[src/rtl/ising_lattice_engine.sv]
// Ising lattice engine: toroidal ROWS x COLS spin lattice with a checkerboard Metropolis
// update. Each run updates the white sites, then the grey sites, for num_sweeps sweeps.
// Acceptance uses a per-site word rotated out of a 32-bit Galois LFSR.
module ising_lattice_engine #(
  parameter int unsigned ROWS    = 8,
  parameter int unsigned COLS    = 8,
  parameter int unsigned SWEEP_W = 16,
  parameter int unsigned RA_W    = $clog2(ROWS),
  parameter int unsigned MAG_W   = $clog2(ROWS * COLS + 1)
) (
  input  logic               clk,
  input  logic               reset,
  input  logic               start,
  input  logic [SWEEP_W-1:0] num_sweeps,
  input  logic [16:0]        thr4,
  input  logic [16:0]        thr8,
  input  logic               seed_load,
  input  logic [31:0]        seed,
  input  logic               wr_en,
  input  logic [RA_W-1:0]    wr_row,
  input  logic [COLS-1:0]    wr_data,
  input  logic [RA_W-1:0]    rd_row,
  output logic [COLS-1:0]    rd_data,
  output logic               busy,
  output logic               done,
  output logic [MAG_W-1:0]   magnetisation
);

  localparam logic [31:0] LfsrTaps = 32'h8020_0003;

  typedef enum logic [1:0] {StIdle, StWhite, StGrey, StDone} state_e;

  state_e                       state_q, state_d;
  logic [ROWS-1:0][COLS-1:0]    lat_q, lat_d;
  logic [ROWS-1:0][COLS-1:0]    flip;
  logic [31:0]                  rng_q, rng_d;
  logic [SWEEP_W-1:0]           cnt_q, cnt_d;
  logic [SWEEP_W-1:0]           n_q, n_d;
  logic [MAG_W-1:0]             mag_q, mag_d;

  // Per-site flip decision from the current lattice and RNG word. A site's "agree" count is the
  // number of neighbours with the same spin: 4 means dE=+8, 3 means dE=+4, fewer means dE<=0.
  always_comb begin
    logic [2:0]  ones;
    logic [2:0]  agree;
    logic [63:0] dbl;
    logic [16:0] u17;
    flip  = '0;
    ones  = '0;
    agree = '0;
    dbl   = '0;
    u17   = '0;
    for (int r = 0; r < ROWS; r++) begin
      for (int c = 0; c < COLS; c++) begin
        ones = {2'b00, lat_q[(r + 1) % ROWS][c]}
             + {2'b00, lat_q[(r + ROWS - 1) % ROWS][c]}
             + {2'b00, lat_q[r][(c + 1) % COLS]}
             + {2'b00, lat_q[r][(c + COLS - 1) % COLS]};
        agree = lat_q[r][c] ? ones : (3'd4 - ones);
        // Upper half of {R,R} << k is R rotated left by k.
        dbl = {rng_q, rng_q} << ((r * COLS + c) % 32);
        u17 = {1'b0, dbl[47:32]};
        if (agree == 3'd4) begin
          flip[r][c] = (u17 < thr8);
        end else if (agree == 3'd3) begin
          flip[r][c] = (u17 < thr4);
        end else begin
          flip[r][c] = 1'b1;
        end
      end
    end
  end

  // Lattice next state: row writes in idle, one colour class per update cycle.
  always_comb begin
    lat_d = lat_q;
    unique case (state_q)
      StIdle: begin
        if (wr_en && (32'(wr_row) < ROWS)) begin
          lat_d[wr_row] = wr_data;
        end
      end
      StWhite, StGrey: begin
        for (int r = 0; r < ROWS; r++) begin
          for (int c = 0; c < COLS; c++) begin
            if (((((r + c) % 2) == 0) == (state_q == StWhite)) && flip[r][c]) begin
              lat_d[r][c] = ~lat_q[r][c];
            end
          end
        end
      end
      default: ;
    endcase
  end

  // Run control FSM and RNG sequencing.
  always_comb begin
    state_d = state_q;
    cnt_d   = cnt_q;
    n_d     = n_q;
    rng_d   = rng_q;
    unique case (state_q)
      StIdle: begin
        if (seed_load) begin
          rng_d = (seed == 32'h0) ? 32'h1 : seed;
        end
        if (start) begin
          n_d     = num_sweeps;
          cnt_d   = '0;
          state_d = (num_sweeps == '0) ? StDone : StWhite;
        end
      end
      StWhite: begin
        rng_d   = (rng_q >> 1) ^ (rng_q[0] ? LfsrTaps : 32'h0);
        state_d = StGrey;
      end
      StGrey: begin
        rng_d = (rng_q >> 1) ^ (rng_q[0] ? LfsrTaps : 32'h0);
        // Compare against N-1 so the counter never has to hold N itself.
        if (cnt_q == (n_q - SWEEP_W'(1))) begin
          state_d = StDone;
        end else begin
          cnt_d   = cnt_q + SWEEP_W'(1);
          state_d = StWhite;
        end
      end
      StDone: begin
        state_d = StIdle;
      end
      default: begin
        state_d = StIdle;
      end
    endcase
  end

  // Magnetisation captured from the lattice value entering DONE.
  always_comb begin
    mag_d = mag_q;
    if (state_d == StDone) begin
      mag_d = '0;
      for (int r = 0; r < ROWS; r++) begin
        for (int c = 0; c < COLS; c++) begin
          mag_d = mag_d + MAG_W'(lat_d[r][c]);
        end
      end
    end
  end

  // Live row readback.
  always_comb begin
    rd_data = '0;
    if (32'(rd_row) < ROWS) begin
      rd_data = lat_q[rd_row];
    end
  end

  // State registers with asynchronous active-high reset.
  always_ff @(posedge clk or posedge reset) begin
    if (reset) begin
      state_q <= StIdle;
      lat_q   <= '0;
      rng_q   <= 32'h1;
      cnt_q   <= '0;
      n_q     <= '0;
      mag_q   <= '0;
    end else begin
      state_q <= state_d;
      lat_q   <= lat_d;
      rng_q   <= rng_d;
      cnt_q   <= cnt_d;
      n_q     <= n_d;
      mag_q   <= mag_d;
    end
  end

  assign busy          = (state_q == StWhite) || (state_q == StGrey);
  assign done          = (state_q == StDone);
  assign magnetisation = mag_q;

endmodule

[config.mk]
export PLATFORM = sky130hd
export DESIGN_NAME = ising_lattice_engine
export DESIGN_NICKNAME = d
export VERILOG_FILES = /design/src/rtl/ising_lattice_engine.sv
export SDC_FILE = /design/constraint.sdc
export NUM_CORES = 2
export LEC_CHECK = 0
export BUFFER_PORTS_ARGS = -buffer_cell sky130_fd_sc_hd__buf_4
export CORE_MARGIN = 8
export CORE_UTILIZATION = 65
export CTS_BUF_LIST = sky130_fd_sc_hd__clkbuf_2 sky130_fd_sc_hd__clkbuf_4 sky130_fd_sc_hd__clkbuf_8
export CTS_CLUSTER_SIZE = 14
export DETAILED_ROUTE_END_ITERATION = 10
export MAX_ROUTING_LAYER = met4
export PLACE_DENSITY = 0.91
export REMOVE_ABC_BUFFERS = 1
export SKIP_LAST_GASP = 1
export SLEW_MARGIN = 20
export SYNTH_ARGS = -nofsm -noshare
export SYNTH_HDL_FRONTEND = slang
export SYNTH_SLANG_ARGS = --single-unit
[constraint.sdc]
create_clock -name clk -period 20.6 [get_ports clk]
set_input_delay 3.09 -clock clk [delete_from_list [all_inputs] [get_ports clk]]
set_output_delay 3.09 -clock clk [all_outputs]
set_load 0.02 [all_outputs]
After elaboration in Yosys (flattened, before gate mapping)
Index checks and enable logic that the tools add are counted.
{"block": "classes", "n_addsub": 321, "order_cmp": 67, "n_eq_ne": 136, "n_mux": 274, "bitwise_logic": 66, "reduce_logical": 75}
{"op": "< comparator 16 x 17 -> 1 bit", "count": 64}
{"op": "adder 7 x 1 -> 7 bit", "count": 57}
{"op": "adder 2 x 1 -> 3 bit", "count": 65}
{"op": "adder 3 x 1 -> 3 bit", "count": 64}
{"op": "equality test 3 x 2 -> 1 bit, second input constant", "count": 64}
{"op": "equality test 3 bit, second input constant", "count": 64}
{"op": "two-way mux 1 bit", "count": 192}
{"op": "two-way mux 3 bit", "count": 64}
{"op": "subtractor 3 bit, first input constant", "count": 64}
{"op": "adder 1 x 1 -> 2 bit", "count": 65}
{"op": "one-hot mux 64 bit (2 select lines)", "count": 1}
{"op": "two-way mux 32 bit", "count": 3}
{"op": "logical AND 1 bit", "count": 65}
{"op": "NOT 1 bit", "count": 65}
{"op": "bitwise mux 64 bit", "count": 1}
{"op": "two-way mux 64 bit", "count": 1}
{"op": "one-hot mux 32 bit (2 select lines)", "count": 1}
{"op": "logical NOT 32 bit", "count": 1}
{"op": "two-way mux 16 bit", "count": 2}
{"op": "one-hot mux 16 bit (2 select lines)", "count": 1}
{"op": "bitwise XOR 31 x 32 -> 32 bit", "count": 1}
{"op": "binary-select mux 8 bit (select 3 bit)", "count": 1}
{"op": "demux 8 bit (select 3 bit)", "count": 1}
{"op": "adder 16 x 1 -> 16 bit, second input constant", "count": 1}
{"op": "21 further kinds", "count": 31}
{"block": "totals", "regBits": 137, "inputBits": 101, "out_inout_bits": 17, "wordCells": 952}

Longest topological paths before layout
{"block": "depth", "depth_word": 74, "depth_mapped": 35, "ltp_nobuf": 35}

Worst setup path before layout
No wires, ideal clock.
{"block": "synth_path", "path_type": "input -> register", "start": "input thr4[2]", "end": "register mag_q[6] (netlist: magnetisation[6])", "setup_time_ps": 125, "arrival_time_ps": 11231, "t_required_ps": 20475, "slack_ps": 9244, "path_stages": 30, "n_path_buf": 0, "cell_sequence": "inv_1 -> ha_1 -> a21o_1 -> a221o_1 -> a21oi_1 -> o21ai_0 -> o21ai_0 -> o21ai_0 -> a311o_1 -> o311ai_0 -> fa_1 -> fa_1 -> fa_1 -> inv_1 -> fa_1 -> inv_1 -> fa_1 -> fa_1 -> fa_1 -> inv_1 -> fa_1 -> inv_1 -> fa_1 -> a21oi_1 -> nor2_1 -> nor2_1 -> nor2b_1 -> o21ai_0 -> nand2b_1 -> mux2_4"}
{"item": "start, declared", "line": "15", "source": "input logic [16:0] thr4,"}
{"item": "end signal, assigned", "line": "172", "source": "mag_q <= mag_d;"}
{"item": "end, declared", "line": "39", "source": "logic [MAG_W-1:0] mag_q, mag_d;"}

==> impl_metrics.env <==
export IMPL_outcome="completed"
export IMPL_rsz0062_at_grt="no"
export IMPL_grt_pass1_wl_microns=210000
export IMPL_gp_congestion=1.00
export IMPL_yosysMostFrequentCell="ha_1"
export IMPL_dieArea_sq_um=67800
export IMPL_postCtsResizedCells=0
export IMPL_relSlewSlack=0.124
export IMPL_drt_total_wl_microns=134000
export IMPL_syn_inst=4535
export IMPL_pin_count=118
export IMPL_drt_iter0_drc=4318
export IMPL_synth_enable_flop_cells=0
export IMPL_arrival_ps=12260
export IMPL_grt_total_usage=0.398
export IMPL_finalSetupViolCount=0
export IMPL_synth_area_sq_um=38800
export IMPL_worstMarginPinSlew_ps=1300
export IMPL_stdcell_count=5411
export IMPL_worstPathMaxFanout=32
export IMPL_insertion_delay_ps=490
export IMPL_viasPerCell=7.26
export IMPL_start_util=0.657
export IMPL_grt_max_degree=74
export IMPL_fin_worst_skew_ps=33.8
export IMPL_synth_top_family_by_area="adder cells"
export IMPL_start_kind="primary input"
export IMPL_cp_data_required_time_ps=20990
export IMPL_ys_dominant_reg_cell="dfrtp_1"
export IMPL_postSynthAreaPerCell_sq_um=8.56
export IMPL_drv_slew=0
export IMPL_fin_crit_ps=11870
export IMPL_yosysSeqAreaShare=0.0884
export IMPL_max_stage_delay_ps=730
export IMPL_wl_per_cell_microns=24.8
export IMPL_clkSinkCount=137
export IMPL_yosys_area_top_type="ha_1"
export IMPL_tns_ps=0
export IMPL_cts_tree="built"
export IMPL_rows=89
export IMPL_fin_util=0.699
export IMPL_fmax_mhz=84.2
export IMPL_clk_pin_slew_ps=120
export IMPL_reg2reg_setup_slack_ps=10770
export IMPL_die_x_microns=260
export IMPL_die_h_microns=260
export IMPL_vias=39300
export IMPL_cts_buffers_inserted=17
export IMPL_core_area_sq_um=59000
export IMPL_first_pass_iters=9
export IMPL_synth_area_top_cells="ha_1 (38%), dfrtp_1 (8.8%), fa_1 (6.1%)"
export IMPL_synth_cell_types=86
export IMPL_synth_xor_area_frac=0.0203
export IMPL_yosys_area_share_adder=0.439
export IMPL_synthMuxAreaShare=0.0417
export IMPL_synth_compound_area_frac=0.225
export IMPL_worst_path_most_repeated_cell="fa_1"
export IMPL_hold_buffers=0
export IMPL_synth_common_cells="ha_1 (1173), nand2_1 (367), o21ai_0 (346)"
export IMPL_dp_hpwl_microns=93500
export IMPL_yosys_warnings=0
export IMPL_drive_gt1_frac=0.0719
export IMPL_antenna_found_initial=5
export IMPL_portBuffers=117
export IMPL_fin_nets=6009
export IMPL_synthToLayoutAreaGrowth_pct=6.30
export IMPL_cap_violations=0
export IMPL_async_reset_ff_frac=1.00
export IMPL_clockBufferDepth=2
export IMPL_dp_cells=5370
export IMPL_hold_violations=0
export IMPL_ys_seq_elements=137
export IMPL_post_cts_setup_buffers=0
export IMPL_synthSimpleGateAreaFrac=0.147
export IMPL_remaining_drc_errors=0
export IMPL_htree_levels=4
export IMPL_slowest_stage="o311ai_0"
export IMPL_fin_crit_sh=0.576
export IMPL_ant_nets=0
export IMPL_cts_root_buf="clkbuf_8"
export IMPL_grt_ovfl_total=0
export IMPL_min_path_type="reg2reg"
export IMPL_path_class="in2reg"
export IMPL_yosysTopAreaCellShare=0.378
export IMPL_endpoint_kind="flop"
export IMPL_fill_cells=4445
export IMPL_grt_pass1_vias=38900
export IMPL_holdWs_ps=521
## layer usage
layer  up-vias  global-route usage  wire length, microns
met5         -                   -                     0
met4         0               0.297                 12100
met3       853               0.114                 18300
met2      2641               0.579                 55500
met1     18300               0.464                 48300
li1      17600                   -                     -
## flip-flops by register name, summed over array words and instances, names as in the netlist
| register | cells |
|---|---|
| lat_q | 64 |
| state_q | 2 |
| magnetisation | 7 |
| rng_q | 32 |
| n_q | 16 |
| cnt_q | 16 |
## kinds of logic after synthesis
| logic type | Yosys count |
|---|---|
| fa+ha+maj | 1291 |
| flops | 137 |
| simple gates | 1142 |
| compound gates | 1348 |
| xor+xnor | 90 |
| buf+inv | 393 |
| mux | 134 |
## through the flow
stage / setup slack (ps) / instance area, sq um
detailed placement: 8320 / 40800
CTS: 8840 / 41200
floorplan: 9230 / 38200
finish: 8730 / 41200
global placement: 8410 / 40800
global route: 8260 / 41200
## path summary, 6_finish.rpt
check                                          endpoint  cells past startpoint                  start
min in group asynchronous            n_q[4]$_DFFE_PP0P_                      2                  reset
min                               rng_q[23]$_DFFE_PP0P_                      2  rng_q[23]$_DFFE_PP0P_
min reg2reg                       rng_q[23]$_DFFE_PP0P_                      2  rng_q[23]$_DFFE_PP0P_
max                        magnetisation[6]$_DFFE_PP0N_                     32                thr4[2]
max in group asynchronous           lat_q[25]$_DFF_PP0_                      3                  reset
max reg2reg                magnetisation[6]$_DFFE_PP0N_                     30  rng_q[28]$_DFFE_PP0P_
## layout by cell type (no fill, tap or decap), types with 21 or more instances in the layout
cell	n
a221oi_1	21
nor2b_1	56
nand2_1	367
o22ai_1	32
a21oi_1	289
nand4_1	76
fa_1	118
a31oi_1	78
o21a_1	52
a21o_1	141
mux2_2	33
nand2b_1	51
a2111oi_0	35
o21ai_0	344
nand3b_1	32
a22oi_1	45
a211oi_1	63
xnor2_1	77
o32ai_1	25
ha_1	1170
nor3_1	101
mux2i_1	76
o211ai_1	40
o31ai_1	29
inv_1	245
buf_4	209
nor2_1	199
nor4_1	34
dfrtp_1	131
nand3_1	89
or3_1	25
## worst max-delay path: cells and delay by family
| family | cells | cell delay [ps] |
|---|---|---|
| AOI/OAI and AO/OA | 10 | 2890 |
| adders and majority gates | 10 | 4890 |
| buffers and inverters | 7 | 760 |
| and+or+nand+nor | 4 | 370 |
| muxes | 1 | 260 |
## area by class of cell
cell class | count | area (sq um) | share of cell area
antenna | 8 | 20.0 | 0.000485
clock buffer | 17 | 234 | 0.00567
clock inverter | 15 | 163 | 0.00394
inverter | 247 | 932 | 0.0226
multi-input combinational | 4005 | 33900 | 0.823
sequential | 137 | 3440 | 0.0833
tap | 773 | 967 | 0.0234
timing repair buffer | 209 | 1570 | 0.0380
Power is not shown: default switching activity piles up to over one toggle a cycle in this logic, so the estimate is an artifact.
